<file path="src/rtl/pipeline_hazard_ctrl_if.sv">
// Hazard-control signal bundle between the RV32I pipeline datapath and the
// hazard controller. The master side drives pipeline state, the slave side returns controls.
interface pipeline_hazard_ctrl_if;
  logic [4:0]  Rs1D;
  logic [4:0]  Rs2D;
  logic [4:0]  Rs1E;
  logic [4:0]  Rs2E;
  logic [4:0]  RdE;
  logic [4:0]  RdM;
  logic [4:0]  RdW;
  logic        RegWriteM;
  logic        RegWriteW;
  logic [1:0]  ResultSrcE;
  logic        PCSrcE;
  logic        transEnM;
  logic        pready;
  logic [1:0]  ForwardAE;
  logic [1:0]  ForwardBE;
  logic        StallF;
  logic        StallD;
  logic        StallE;
  logic        StallM;
  logic        FlushD;
  logic        FlushE;
  logic        FlushW;
  logic        bus_busy;
  logic        bus_timeout;
  logic [31:0] stall_cnt;

  modport master (
    output Rs1D, Rs2D, Rs1E, Rs2E, RdE, RdM, RdW, RegWriteM, RegWriteW,
    output ResultSrcE, PCSrcE, transEnM, pready,
    input  ForwardAE, ForwardBE, StallF, StallD, StallE, StallM,
    input  FlushD, FlushE, FlushW, bus_busy, bus_timeout, stall_cnt
  );

  modport slave (
    input  Rs1D, Rs2D, Rs1E, Rs2E, RdE, RdM, RdW, RegWriteM, RegWriteW,
    input  ResultSrcE, PCSrcE, transEnM, pready,
    output ForwardAE, ForwardBE, StallF, StallD, StallE, StallM,
    output FlushD, FlushE, FlushW, bus_busy, bus_timeout, stall_cnt
  );
endinterface

</file>
<file path="src/rtl/pipeline_hazard_ctrl.sv">
// Hazard, forwarding and peripheral-access freeze control for the 5-stage RV32I pipeline,
// with an access watchdog and a count of fetch-stall cycles.
module pipeline_hazard_ctrl #(
  parameter int unsigned TIMEOUT_CYCLES = 255,
  parameter int unsigned TO_W           = 8
) (
  input logic                 clk,
  input logic                 rst,
  pipeline_hazard_ctrl_if.slave hz
);

  localparam logic StIdle   = 1'b0;
  localparam logic StAccess = 1'b1;

  logic            state_q, state_d;
  logic [TO_W-1:0] to_cnt_q, to_cnt_d;
  logic            timeout_q, timeout_d;
  logic [31:0]     stall_cnt_q;
  logic            expire;
  logic            bus_stall;
  logic            lw_stall;

  // x0 is hardwired to zero, so it is never a forwarding source.
  function automatic logic [1:0] fwd_sel(input logic [4:0] rs, input logic [4:0] rdm,
                                         input logic [4:0] rdw, input logic rwm,
                                         input logic rww);
    if (rwm && (rdm != 5'd0) && (rdm == rs)) begin
      return 2'b10;
    end else if (rww && (rdw != 5'd0) && (rdw == rs)) begin
      return 2'b01;
    end
    return 2'b00;
  endfunction

  always_comb begin
    expire    = (state_q == StAccess) && (to_cnt_q == TO_W'(TIMEOUT_CYCLES - 1)) && !hz.pready;
    bus_stall = ((state_q == StIdle) && hz.transEnM) ||
                ((state_q == StAccess) && !hz.pready && !expire);
    lw_stall  = (hz.ResultSrcE == 2'b01) && (hz.RdE != 5'd0) &&
                ((hz.RdE == hz.Rs1D) || (hz.RdE == hz.Rs2D));
  end

  // A pready already high in IDLE is ignored: every access spends at least one cycle in ACCESS.
  always_comb begin
    state_d   = state_q;
    to_cnt_d  = to_cnt_q;
    timeout_d = 1'b0;
    case (state_q)
      StIdle: begin
        if (hz.transEnM) begin
          state_d  = StAccess;
          to_cnt_d = '0;
        end
      end
      StAccess: begin
        if (hz.pready) begin
          state_d  = StIdle;
          to_cnt_d = '0;
        end else if (expire) begin
          state_d   = StIdle;
          to_cnt_d  = '0;
          timeout_d = 1'b1;
        end else begin
          to_cnt_d = to_cnt_q + TO_W'(1);
        end
      end
      default: state_d = StIdle;
    endcase
  end

  always_ff @(posedge clk or posedge rst) begin
    if (rst) begin
      state_q     <= StIdle;
      to_cnt_q    <= '0;
      timeout_q   <= 1'b0;
      stall_cnt_q <= '0;
    end else begin
      state_q   <= state_d;
      to_cnt_q  <= to_cnt_d;
      timeout_q <= timeout_d;
      if (hz.StallF) begin
        stall_cnt_q <= stall_cnt_q + 32'd1;
      end
    end
  end

  // A bus freeze masks all flushes so branch and load-use bubbles are applied after release.
  always_comb begin
    hz.StallF      = lw_stall | bus_stall;
    hz.StallD      = lw_stall | bus_stall;
    hz.StallE      = bus_stall;
    hz.StallM      = bus_stall;
    hz.FlushW      = bus_stall;
    hz.FlushE      = !bus_stall && (lw_stall || hz.PCSrcE);
    hz.FlushD      = !bus_stall && hz.PCSrcE;
    hz.ForwardAE   = fwd_sel(hz.Rs1E, hz.RdM, hz.RdW, hz.RegWriteM, hz.RegWriteW);
    hz.ForwardBE   = fwd_sel(hz.Rs2E, hz.RdM, hz.RdW, hz.RegWriteM, hz.RegWriteW);
    hz.bus_busy    = (state_q == StAccess);
    hz.bus_timeout = timeout_q;
    hz.stall_cnt   = stall_cnt_q;
  end

endmodule

</file>
<file path="src/flat_wrapper.sv">
// flat-port wrapper written by rule: the top's interface ports become plain ports
module pipeline_hazard_ctrl_flat 
#(
  parameter int unsigned TIMEOUT_CYCLES = 255,
  parameter int unsigned TO_W           = 8
)
  (clk, rst, hz_Rs1D, hz_Rs2D, hz_Rs1E, hz_Rs2E, hz_RdE, hz_RdM, hz_RdW, hz_RegWriteM, hz_RegWriteW, hz_ResultSrcE, hz_PCSrcE, hz_transEnM, hz_pready, hz_ForwardAE, hz_ForwardBE, hz_StallF, hz_StallD, hz_StallE, hz_StallM, hz_FlushD, hz_FlushE, hz_FlushW, hz_bus_busy, hz_bus_timeout, hz_stall_cnt);
  pipeline_hazard_ctrl_if hz_i ();
  input logic clk;
  input logic rst;
  input wire logic [$bits(hz_i.Rs1D)-1:0] hz_Rs1D;
  input wire logic [$bits(hz_i.Rs2D)-1:0] hz_Rs2D;
  input wire logic [$bits(hz_i.Rs1E)-1:0] hz_Rs1E;
  input wire logic [$bits(hz_i.Rs2E)-1:0] hz_Rs2E;
  input wire logic [$bits(hz_i.RdE)-1:0] hz_RdE;
  input wire logic [$bits(hz_i.RdM)-1:0] hz_RdM;
  input wire logic [$bits(hz_i.RdW)-1:0] hz_RdW;
  input wire logic [$bits(hz_i.RegWriteM)-1:0] hz_RegWriteM;
  input wire logic [$bits(hz_i.RegWriteW)-1:0] hz_RegWriteW;
  input wire logic [$bits(hz_i.ResultSrcE)-1:0] hz_ResultSrcE;
  input wire logic [$bits(hz_i.PCSrcE)-1:0] hz_PCSrcE;
  input wire logic [$bits(hz_i.transEnM)-1:0] hz_transEnM;
  input wire logic [$bits(hz_i.pready)-1:0] hz_pready;
  output wire logic [$bits(hz_i.ForwardAE)-1:0] hz_ForwardAE;
  output wire logic [$bits(hz_i.ForwardBE)-1:0] hz_ForwardBE;
  output wire logic [$bits(hz_i.StallF)-1:0] hz_StallF;
  output wire logic [$bits(hz_i.StallD)-1:0] hz_StallD;
  output wire logic [$bits(hz_i.StallE)-1:0] hz_StallE;
  output wire logic [$bits(hz_i.StallM)-1:0] hz_StallM;
  output wire logic [$bits(hz_i.FlushD)-1:0] hz_FlushD;
  output wire logic [$bits(hz_i.FlushE)-1:0] hz_FlushE;
  output wire logic [$bits(hz_i.FlushW)-1:0] hz_FlushW;
  output wire logic [$bits(hz_i.bus_busy)-1:0] hz_bus_busy;
  output wire logic [$bits(hz_i.bus_timeout)-1:0] hz_bus_timeout;
  output wire logic [$bits(hz_i.stall_cnt)-1:0] hz_stall_cnt;
  assign hz_i.Rs1D = hz_Rs1D;
  assign hz_i.Rs2D = hz_Rs2D;
  assign hz_i.Rs1E = hz_Rs1E;
  assign hz_i.Rs2E = hz_Rs2E;
  assign hz_i.RdE = hz_RdE;
  assign hz_i.RdM = hz_RdM;
  assign hz_i.RdW = hz_RdW;
  assign hz_i.RegWriteM = hz_RegWriteM;
  assign hz_i.RegWriteW = hz_RegWriteW;
  assign hz_i.ResultSrcE = hz_ResultSrcE;
  assign hz_i.PCSrcE = hz_PCSrcE;
  assign hz_i.transEnM = hz_transEnM;
  assign hz_i.pready = hz_pready;
  assign hz_ForwardAE = hz_i.ForwardAE;
  assign hz_ForwardBE = hz_i.ForwardBE;
  assign hz_StallF = hz_i.StallF;
  assign hz_StallD = hz_i.StallD;
  assign hz_StallE = hz_i.StallE;
  assign hz_StallM = hz_i.StallM;
  assign hz_FlushD = hz_i.FlushD;
  assign hz_FlushE = hz_i.FlushE;
  assign hz_FlushW = hz_i.FlushW;
  assign hz_bus_busy = hz_i.bus_busy;
  assign hz_bus_timeout = hz_i.bus_timeout;
  assign hz_stall_cnt = hz_i.stall_cnt;
  pipeline_hazard_ctrl #(.TIMEOUT_CYCLES(TIMEOUT_CYCLES), .TO_W(TO_W)) u_core (.clk(clk), .rst(rst), .hz(hz_i));
endmodule
</file>
<file path="config.mk">
export PLATFORM = sky130hd
export DESIGN_NAME = pipeline_hazard_ctrl_flat
export DESIGN_NICKNAME = d
export VERILOG_FILES = /design/src/rtl/pipeline_hazard_ctrl_if.sv /design/src/rtl/pipeline_hazard_ctrl.sv /design/src/flat_wrapper.sv
export SDC_FILE = /design/constraint.sdc
export NUM_CORES = 1
export LEC_CHECK = 0
export CELL_PAD_IN_SITES_DETAIL_PLACEMENT = 1
export CELL_PAD_IN_SITES_GLOBAL_PLACEMENT = 2
export CORE_MARGIN = 2
export CORE_UTILIZATION = 26
export DETAILED_ROUTE_END_ITERATION = 12
export HOLD_SLACK_MARGIN = 0.12
export PLACE_DENSITY = 0.83
export SLEW_MARGIN = 30
export SYNTH_ARGS = -nofsm -noshare
export SYNTH_HDL_FRONTEND = slang
export SYNTH_SLANG_ARGS = --single-unit
export TNS_END_PERCENT = 20
</file>
<file path="constraint.sdc">
create_clock -name clk -period 2.4 [get_ports clk]
set_input_delay 0.48 -clock clk [delete_from_list [all_inputs] [get_ports clk]]
set_output_delay 0.48 -clock clk [all_outputs]
set_load 0.005 [all_outputs]
</file>
-- Word level (Yosys, flattened, before mapping)
Cells that the tools add are included.
- flip-flop bits (word level): 42
- word-level logic and storage cells: 62
- bits of input ports: 44
- output and inout port bits: 45
- reduce and logical (&&, ||, !) cells: 24
- equality and inequality tests: 9
- bitwise gates (word level): 2
- multiplexer cells: 21
- $add $sub $neg: 2
- operators with widths (kind ; count):
    $add A32 B1 Y32 const B ; 1
    $eq A5 B5 Y1 ; 6
    $mux W8 ; 3
    $pmux W8 S2 ; 1
    $logic_and A1 B1 Y1 ; 15
    $reduce_bool A5 Y1 ; 3
    $mux W2 ; 6
    $mux W1 ; 10
    $add A8 B1 Y8 const B ; 1
    $eq A8 B8 Y1 const B ; 1
    $logic_not A1 Y1 ; 3
    $logic_or A1 B1 Y1 ; 3
    $eq A2 B1 Y1 const B ; 1
    $ne A2 B2 Y1 const B ; 1
    $pmux W1 S2 ; 1
    $not A1 Y1 ; 1
    $or A1 B1 Y1 ; 1

-- Longest topological paths before layout
Gate-level depths: netlist of run 1.
- word-level depth: 8
- mapped depth: 9
- mapped depth without buffers: 9

-- Worst setup path after synthesis of run 1
Ideal clock, no wire load.
- kind: input-to-output
- start point: input hz_RdE[0]
- end point: output hz_StallF
- setup slack: 255 ps
- data required time: 1920 ps
- stages on the path: 6
- data arrival time: 1665 ps
- cell sequence: or4_1 -> o21ai_1 -> inv_1 -> a21oi_4 -> inv_4 -> buf_4
- longest elaborated chain between the ends: 4
- RTL lines (item ; RTL line ; source):
    start: declaration ; flat_wrapper.sv:15 ; input wire logic [$bits(hz_i.RdE)-1:0] hz_RdE;
    $eq A5 B5 Y1 or $reduce_bool A5 Y1 (tied branches) ; pipeline_hazard_ctrl.sv:40, pipeline_hazard_ctrl.sv:39 ;
    $logic_or A1 B1 Y1 or $logic_and A1 B1 Y1 (tied branches) ; pipeline_hazard_ctrl.sv:40, pipeline_hazard_ctrl.sv:39 ;
    $logic_and A1 B1 Y1 * ; pipeline_hazard_ctrl.sv:39 ; lw_stall = (hz.ResultSrcE == 2'b01) && (hz.RdE != 5'd0) &&
    $or A1 B1 Y1 * ; - ;
    end: declaration ; flat_wrapper.sv:26 ; output wire logic [$bits(hz_i.StallF)-1:0] hz_StallF;
Every way passes the cells marked *; elsewhere a longest branch is shown, timed or not.

-- Worst setup path after layout of run 1
- start point: input hz_RdM[0]
- end point: output hz_ForwardAE[0]
- longest elaborated chain between the ends: 5
- RTL lines (item ; RTL line ; source):
    start: declaration ; flat_wrapper.sv:16 ; input wire logic [$bits(hz_i.RdM)-1:0] hz_RdM;
    $reduce_bool A5 Y1 ; pipeline_hazard_ctrl.sv:27 ; if (rwm && (rdm != 5'd0) && (rdm == rs)) begin
    $logic_and A1 B1 Y1 ; pipeline_hazard_ctrl.sv:27 ;
    $logic_and A1 B1 Y1 * ; pipeline_hazard_ctrl.sv:27 ;
    $mux W2 or $mux W1 (tied branches) ; pipeline_hazard_ctrl.sv:27 ;
    $mux W2 * ; pipeline_hazard_ctrl.sv:32 ; return 2'b00;
    end: declaration ; flat_wrapper.sv:24 ; output wire logic [$bits(hz_i.ForwardAE)-1:0] hz_ForwardAE;
Marked as above.

==> impl_metrics.toml, run 1 <==
[cts]
cts_tree = "done"
cts_made_buffers = 5
cts_max_level = 2
clk_path_buf_depth = 2
clockRootBuffer = "clkbuf_8"
clk_latency_ns = 0.30
cts_sinks = 42
postCtsHoldBufs = 0
path_clk_slew_ns = 0.08

[drt]
drt-initial-drc-count = 55
dr.pass1.iters = 4
wl_mm = 6.82
vias = 2250
vias_per_cell = 4.62
wl_per_cell_um = 14.0
post-route-drc-count = 0
topRoutingLayerUsed = "met4"
met3_length_um = 266
wl_met1_mm = 2.95
wl_met2_mm = 3.52
antenna_left = 0

[synthesis]
yosysSeqAreaShare = 0.434
syn_inst = 242
synthArstFlopShare = 1.00
synth_seq_cells = 42
synth_edf_count = 0
syn_area_um2 = 2420
syn-mean-instance-area_um2 = 10.0
yosysWarnings = 0
yosysUniqueCellTypes = 36
syn-num-nets = 289
ys.flop_type = "dfrtp_1"

[pwr]
vdd_drop_max_mv = 0.212
comb_power_share = 0.317
seqPwrFrac = 0.420
leakagePower_nw = 1.70
p_clk_frac = 0.263
p_sw_mw = 0.622
swShare = 0.293
p_int_mw = 1.50
powerDensity_nw_per_um2 = 549

[floorplanning]
die_area_um2 = 10100
fp.dieH_um = 100
initial_core_util = 0.265
fp.dieW_um = 100
coreArea_um2 = 9150
rows = 35
ios = 89

[layout]
multi_input_area_um2 = 1400
design_area_um2 = 3870
fill_cells = 1066
nNetsFinal = 422
register_area_um2 = 1050
layout-drive-gt1-share = 0.237
area_growth_pct = 59.9
num_antenna_cells = 0

[job]
drv_cap = 0

[worst_setup_path]
critical_path_required_ns = 1.92
max_stage_delay_ns = 0.53
worstSetupStartpointType = "input port"
crit_fanout = 2
crit_type = "in -> out"
cp.arrival_ns = 1.87
crit_slowest_cell = "or4_4"
path_cells = "buf_6, or4_4, o21ai_4, buf_6, nor4_4, nor4_4, buf_2"
end_kind = "output port"

[timing]
maxSlewViolCount = 0
grt_setup_unrepaired = "true"
worst_slew_pin_slew_ns = 0.548
setup_viol = 0
relSlewSlack = 0.634
min_period_ns = 2.35
hold_slack_ns = 0.472
fin_skew_ns = 0.00747
hold_viol = 0
max_freq_ghz = 0.425
fin_crit_sh = 0.981
layout_setup_ws_ns = 0.0461

[placed_design]
dp_hpwl_mm = 5.26
place_ws_ns = -0.733
place.gp.congestion = 0.771
placed_cell_area_um2 = 3650
portBuffers = 88

[grt]
track_usage = 0.141
grt_overflow = 0
antenna_found_initial = 0
grt_pass1_vias = 2371
grt_pass1_wl_mm = 11.4
grt_start_max_net_pins = 43

[outcome]
status = "finished, final reports clean"

[min_path]
hold_path_class = "reg -> reg"
[cell type report]
| class | count | area share |
|---|---|---|
| Clock buffer | 5 | 0.0178 |
| Clock inverter | 3 | 0.0103 |
| Inverter | 8 | 0.00840 |
| Multi-Input combinational cell | 187 | 0.362 |
| Sequential cell | 42 | 0.272 |
| Tap cell | 111 | 0.0359 |
| Timing Repair Buffer | 131 | 0.294 |
[registers in the layout, summed over array words and instances, names as in the netlist]
register,cells
u_core.hz.bus_timeout,1
u_core.hz.stall_cnt,32
u_core.to_cnt_q,8
u_core.hz.bus_busy,1
[worst paths after layout]
path | startpoint | endpoint | slack (ns) | cells after the start
min in group asynchronous | rst | u_core.hz.stall_cnt[14] | 0.64 | 3
min | u_core.hz.stall_cnt[31] | u_core.hz.stall_cnt[31] | 0.47 | 1
max reg2reg | u_core.to_cnt_q[0] | u_core.hz.stall_cnt[1] | 0.32 | 12
max | hz_RdM[0] | hz_ForwardAE[0] | 0.05 | 7
min reg2reg | u_core.hz.stall_cnt[31] | u_core.hz.stall_cnt[31] | 0.47 | 1
max in group asynchronous | rst | u_core.to_cnt_q[2] | 1.36 | 3
[metrics by stage]
stage                     cells  TNS, ns  power (mW)   util
after global placement      470    -8.33        1.55  0.399
after floorplan             242        0        1.17      -
after CTS                   484   -0.381        2.15  0.420
after detailed placement    470    -8.91        1.57  0.399
after global routing        487  -0.0236        2.27  0.423
final                       487        0        2.13  0.423
[Yosys cell counts (all sizes together), types with 2 or more instances]
cell     n  area share
ha       3       0.016
nor3b    5       0.016
nor2    18       0.031
inv      8       0.013
nor4b    4       0.014
nor3     7       0.014
dfrtp   42        0.43
nor2b    2      0.0052
or4      5       0.016
nand4    7       0.024
o31ai    2      0.0062
nand2   20       0.031
a21oi    4       0.014
buf      5       0.019
nand3b   2      0.0062
xor2    39        0.14
nor4     7       0.018
o21ai   10       0.021
xnor2   25       0.090
nand3   14       0.029
and3     6       0.018
[layer usage]
layer	GRT usage	vias up
li1	-	1096
met1	0.175	1097
met2	0.244	52
met3	0.0270	5
met4	0.0485	0
met5	0	-
[power by group through the flow]
stage	Clock (mW)	Combinational, mW	Sequential [mW]
6_report	0.558	0.674	0.894
5_1_grt	0.614	0.745	0.910
4_1_cts	0.581	0.673	0.895
3_5_place_dp	0	0.663	0.909
3_3_place_gp	0	0.642	0.906
2_1_floorplan	0	0.269	0.900
[worst max-delay path, delay by kind of cell]
kind / cells / cell delay, ns
simple gates: 3 / 0.84
compound gates: 1 / 0.18
buf+inv: 3 / 0.36
[kinds of logic after synthesis]
family | Yosys count | share of synthesized area
xor+xnor | 64 | 0.232
fa+ha+maj | 3 | 0.0155
mux | 1 | 0.00620
compound gates | 19 | 0.0496
simple gates | 100 | 0.231
flops | 42 | 0.434
buf+inv | 13 | 0.0320
[layout by cell type (no fill, tap or decap), types with 3 or more instances in the layout]
master and count:
dlygate4sd2_1 14, and3_1 5, ha_1 3, nand3_1 13, nor4_1 3, buf_4 42, xnor2_1 25, nand2_1 20
clkbuf_2 10, clkdlybuf4s50_1 55, nor4_4 4, nor2_1 17, o21ai_0 7, inv_1 6, dfrtp_1 41, nor3_1 7
nor3b_1 5, nand4_1 6, or4_4 4, buf_6 4, nor4b_1 4, xor2_1 39, clkbuf_8 5
[what timing repair did]
item	in CTS	in global routing
setup endpoints to repair	11	8
setup buffers	7	3
pin swaps	12	14
gates resized for setup	62	32
(Power assumes the default switching activity.)
==> run 2, diff against run 1 <==
--- a/config.mk
+++ b/config.mk
@@ -5,6 +5,7 @@
 export SDC_FILE = /design/constraint.sdc
 export NUM_CORES = 1
 export LEC_CHECK = 0
+export ABC_CLOCK_PERIOD_IN_PS = 2400
 export CELL_PAD_IN_SITES_DETAIL_PLACEMENT = 1
 export CELL_PAD_IN_SITES_GLOBAL_PLACEMENT = 2
 export CORE_MARGIN = 2
==> results of run 2 <==
Final layout, timing and power as in run 1 (identical DEF).
==> run 3, diff against run 2 <==
--- a/config.mk
+++ b/config.mk
@@ -10,9 +10,11 @@
 export CELL_PAD_IN_SITES_GLOBAL_PLACEMENT = 2
 export CORE_MARGIN = 2
 export CORE_UTILIZATION = 26
+export CTS_CLUSTER_SIZE = 30
 export DETAILED_ROUTE_END_ITERATION = 12
 export HOLD_SLACK_MARGIN = 0.12
 export PLACE_DENSITY = 0.83
+export RECOVER_POWER = 50
 export SLEW_MARGIN = 30
 export SYNTH_ARGS = -nofsm -noshare
 export SYNTH_HDL_FRONTEND = slang
==> run 3 against run 2 <==
Against the previous run:
- combinational power decreased by 3%
- final cell count did not move
- sequential share of layout area about the same
- core utilization hardly changed
- largest cell class unchanged
==> impl_metrics.toml, run 3 (synthesis results as in run 1) <==
[timing]
fin_skew_ns = 0.00750
maxSlewViolCount = 0
setup_viol = 0
fin_tns_setup_ns = 0
layout_setup_ws_ns = 0.0461
relSlewSlack = 0.283
hold_viol = 0
fin_crit_sh = 0.981
min_period_ns = 2.35
worst_slew_pin_slew_ns = 1.07
grt_setup_unrepaired = "true"
max_freq_ghz = 0.425
hold_slack_ns = 0.467

[floorplanning]
die_area_um2 = 10100
ios = 89
fp.dieW_um = 100
rows = 35
fp.dieH_um = 100
coreArea_um2 = 9150
initial_core_util = 0.265

[outcome]
status = "finished, final reports clean"

[layout]
fill_cells = 1066
layout-drive-gt1-share = 0.237
finish.utilization = 0.423
area_growth_pct = 59.8
largest_register_ffs = 32
final_cell_mix = "buf_4, dfrtp_1, xor2_1, clkdlybuf4s50_1, xnor2_1"
nNetsFinal = 422
design_area_um2 = 3870
stdcell_count = 487
num_antenna_cells = 0

[drt]
antenna_left = 0
wl_mm = 6.81
wl_per_cell_um = 14.0
post-route-drc-count = 0
vias_per_cell = 4.62
vias = 2248
drt-initial-drc-count = 49
dr.pass1.iters = 4

[job]
drv_cap = 0

[cts]
clk_path_buf_depth = 2
clockRootBuffer = "clkbuf_8"
cts_sinks = 42
postCtsHoldBufs = 0
cts_max_level = 2
cts_tree = "done"
cts_made_buffers = 5
path_clk_slew_ns = 0.08
clk_latency_ns = 0.30

[worst_setup_path]
end_kind = "output port"
crit_fanout = 2
crit_type = "in -> out"
path_buf_inv = 3
worstSetupStartpointType = "input port"
reg2regPathDepth = 12
max_stage_delay_ns = 0.53
critical_path_required_ns = 1.92
critPathTopFamily = "simple AND/OR/NAND/NOR gates"
r2r_start = "u_core.to_cnt_q[0]"
cp.arrival_ns = 1.87
crit_slowest_cell = "or4_4"
ff2ff_setup_slack_ns = 0.32
path_cells = "buf_6, or4_4, o21ai_4, buf_6, nor4_4, nor4_4, buf_2"
r2r-end = "u_core.hz.stall_cnt[1]"

[pwr]
totalPowerFinal_mw = 2.11
powerDensity_nw_per_um2 = 544
vdd_drop_max_mv = 0.212
leakagePower_nw = 1.71

[placed_design]
placed_cell_area_um2 = 3650
place_ws_ns = -0.733
dp_hpwl_mm = 5.26
portBuffers = 88
place.gp.congestion = 0.771
dp.cells = 470

[min_path]
hold_path_class = "reg -> reg"
hold_end = "u_core.hz.stall_cnt[31]"
min_from = "u_core.hz.stall_cnt[31]"
min_delay_path_depth = 1

[grt]
grt_pass1_vias = 2371
grt_start_max_net_pins = 43
antenna_found_initial = 0
track_usage = 0.141
grt_overflow = 0
grt_pass1_wl_mm = 11.4
-- run 3: cell types whose count changed in the layout (fill, tap and decap cells not counted), sizes merged --
cell / previous run / this run
clkdlybuf4s50: 55 / 38
dlygate4sd3: 0 / 17
buf: 48 / 47
clkbuf: 15 / 16
-- run 3: layout make-up --
cell class                 count  area [µm²]  share of cell area
sequential                    42        1050               0.272
inverter                       8        32.5             0.00841
tap                          111         139              0.0359
clock buffer                   5        68.8              0.0178
multi-input combinational    187        1400               0.362
clock inverter                 3        40.0              0.0103
timing repair buffer         131        1130               0.293
-- run 3: how the worst max path moves through the flow --
stage                     slack (ns)               start               to  cells past startpoint
after detailed placement       -0.73           hz_RdM[0]  hz_ForwardAE[0]                      6
after floorplan                 0.26           hz_RdE[0]        hz_StallF                      6
after global placement         -0.72           hz_RdM[0]  hz_ForwardBE[0]                      6
after global routing          -0.009  u_core.to_cnt_q[0]        hz_FlushE                      9
final                           0.05           hz_RdM[0]  hz_ForwardAE[0]                      7
after CTS                      -0.15           hz_pready        hz_StallE                      5
-- run 3: routing by layer --
layer  global-route usage  vias up  share of wire
met4               0.0485        0          0.012
met3               0.0270        5          0.039
met5                    0        -              0
li1                     -     1097              -
met1                0.175     1094           0.43
met2                0.244       52           0.52
-- run 3: timing repair --
| action | in CTS | in global routing |
|---|---|---|
| resized for setup | 62 | 32 |
| buffers inserted | 7 | 3 |
| pin swaps | 12 | 14 |
| setup endpoints to repair | 11 | 8 |
-- run 3: power by group --
group | internal [mW] | switching (mW)
Clock | 0.306 | 0.252
Combinational | 0.386 | 0.271
Sequential | 0.794 | 0.0975
Total | 1.49 | 0.620
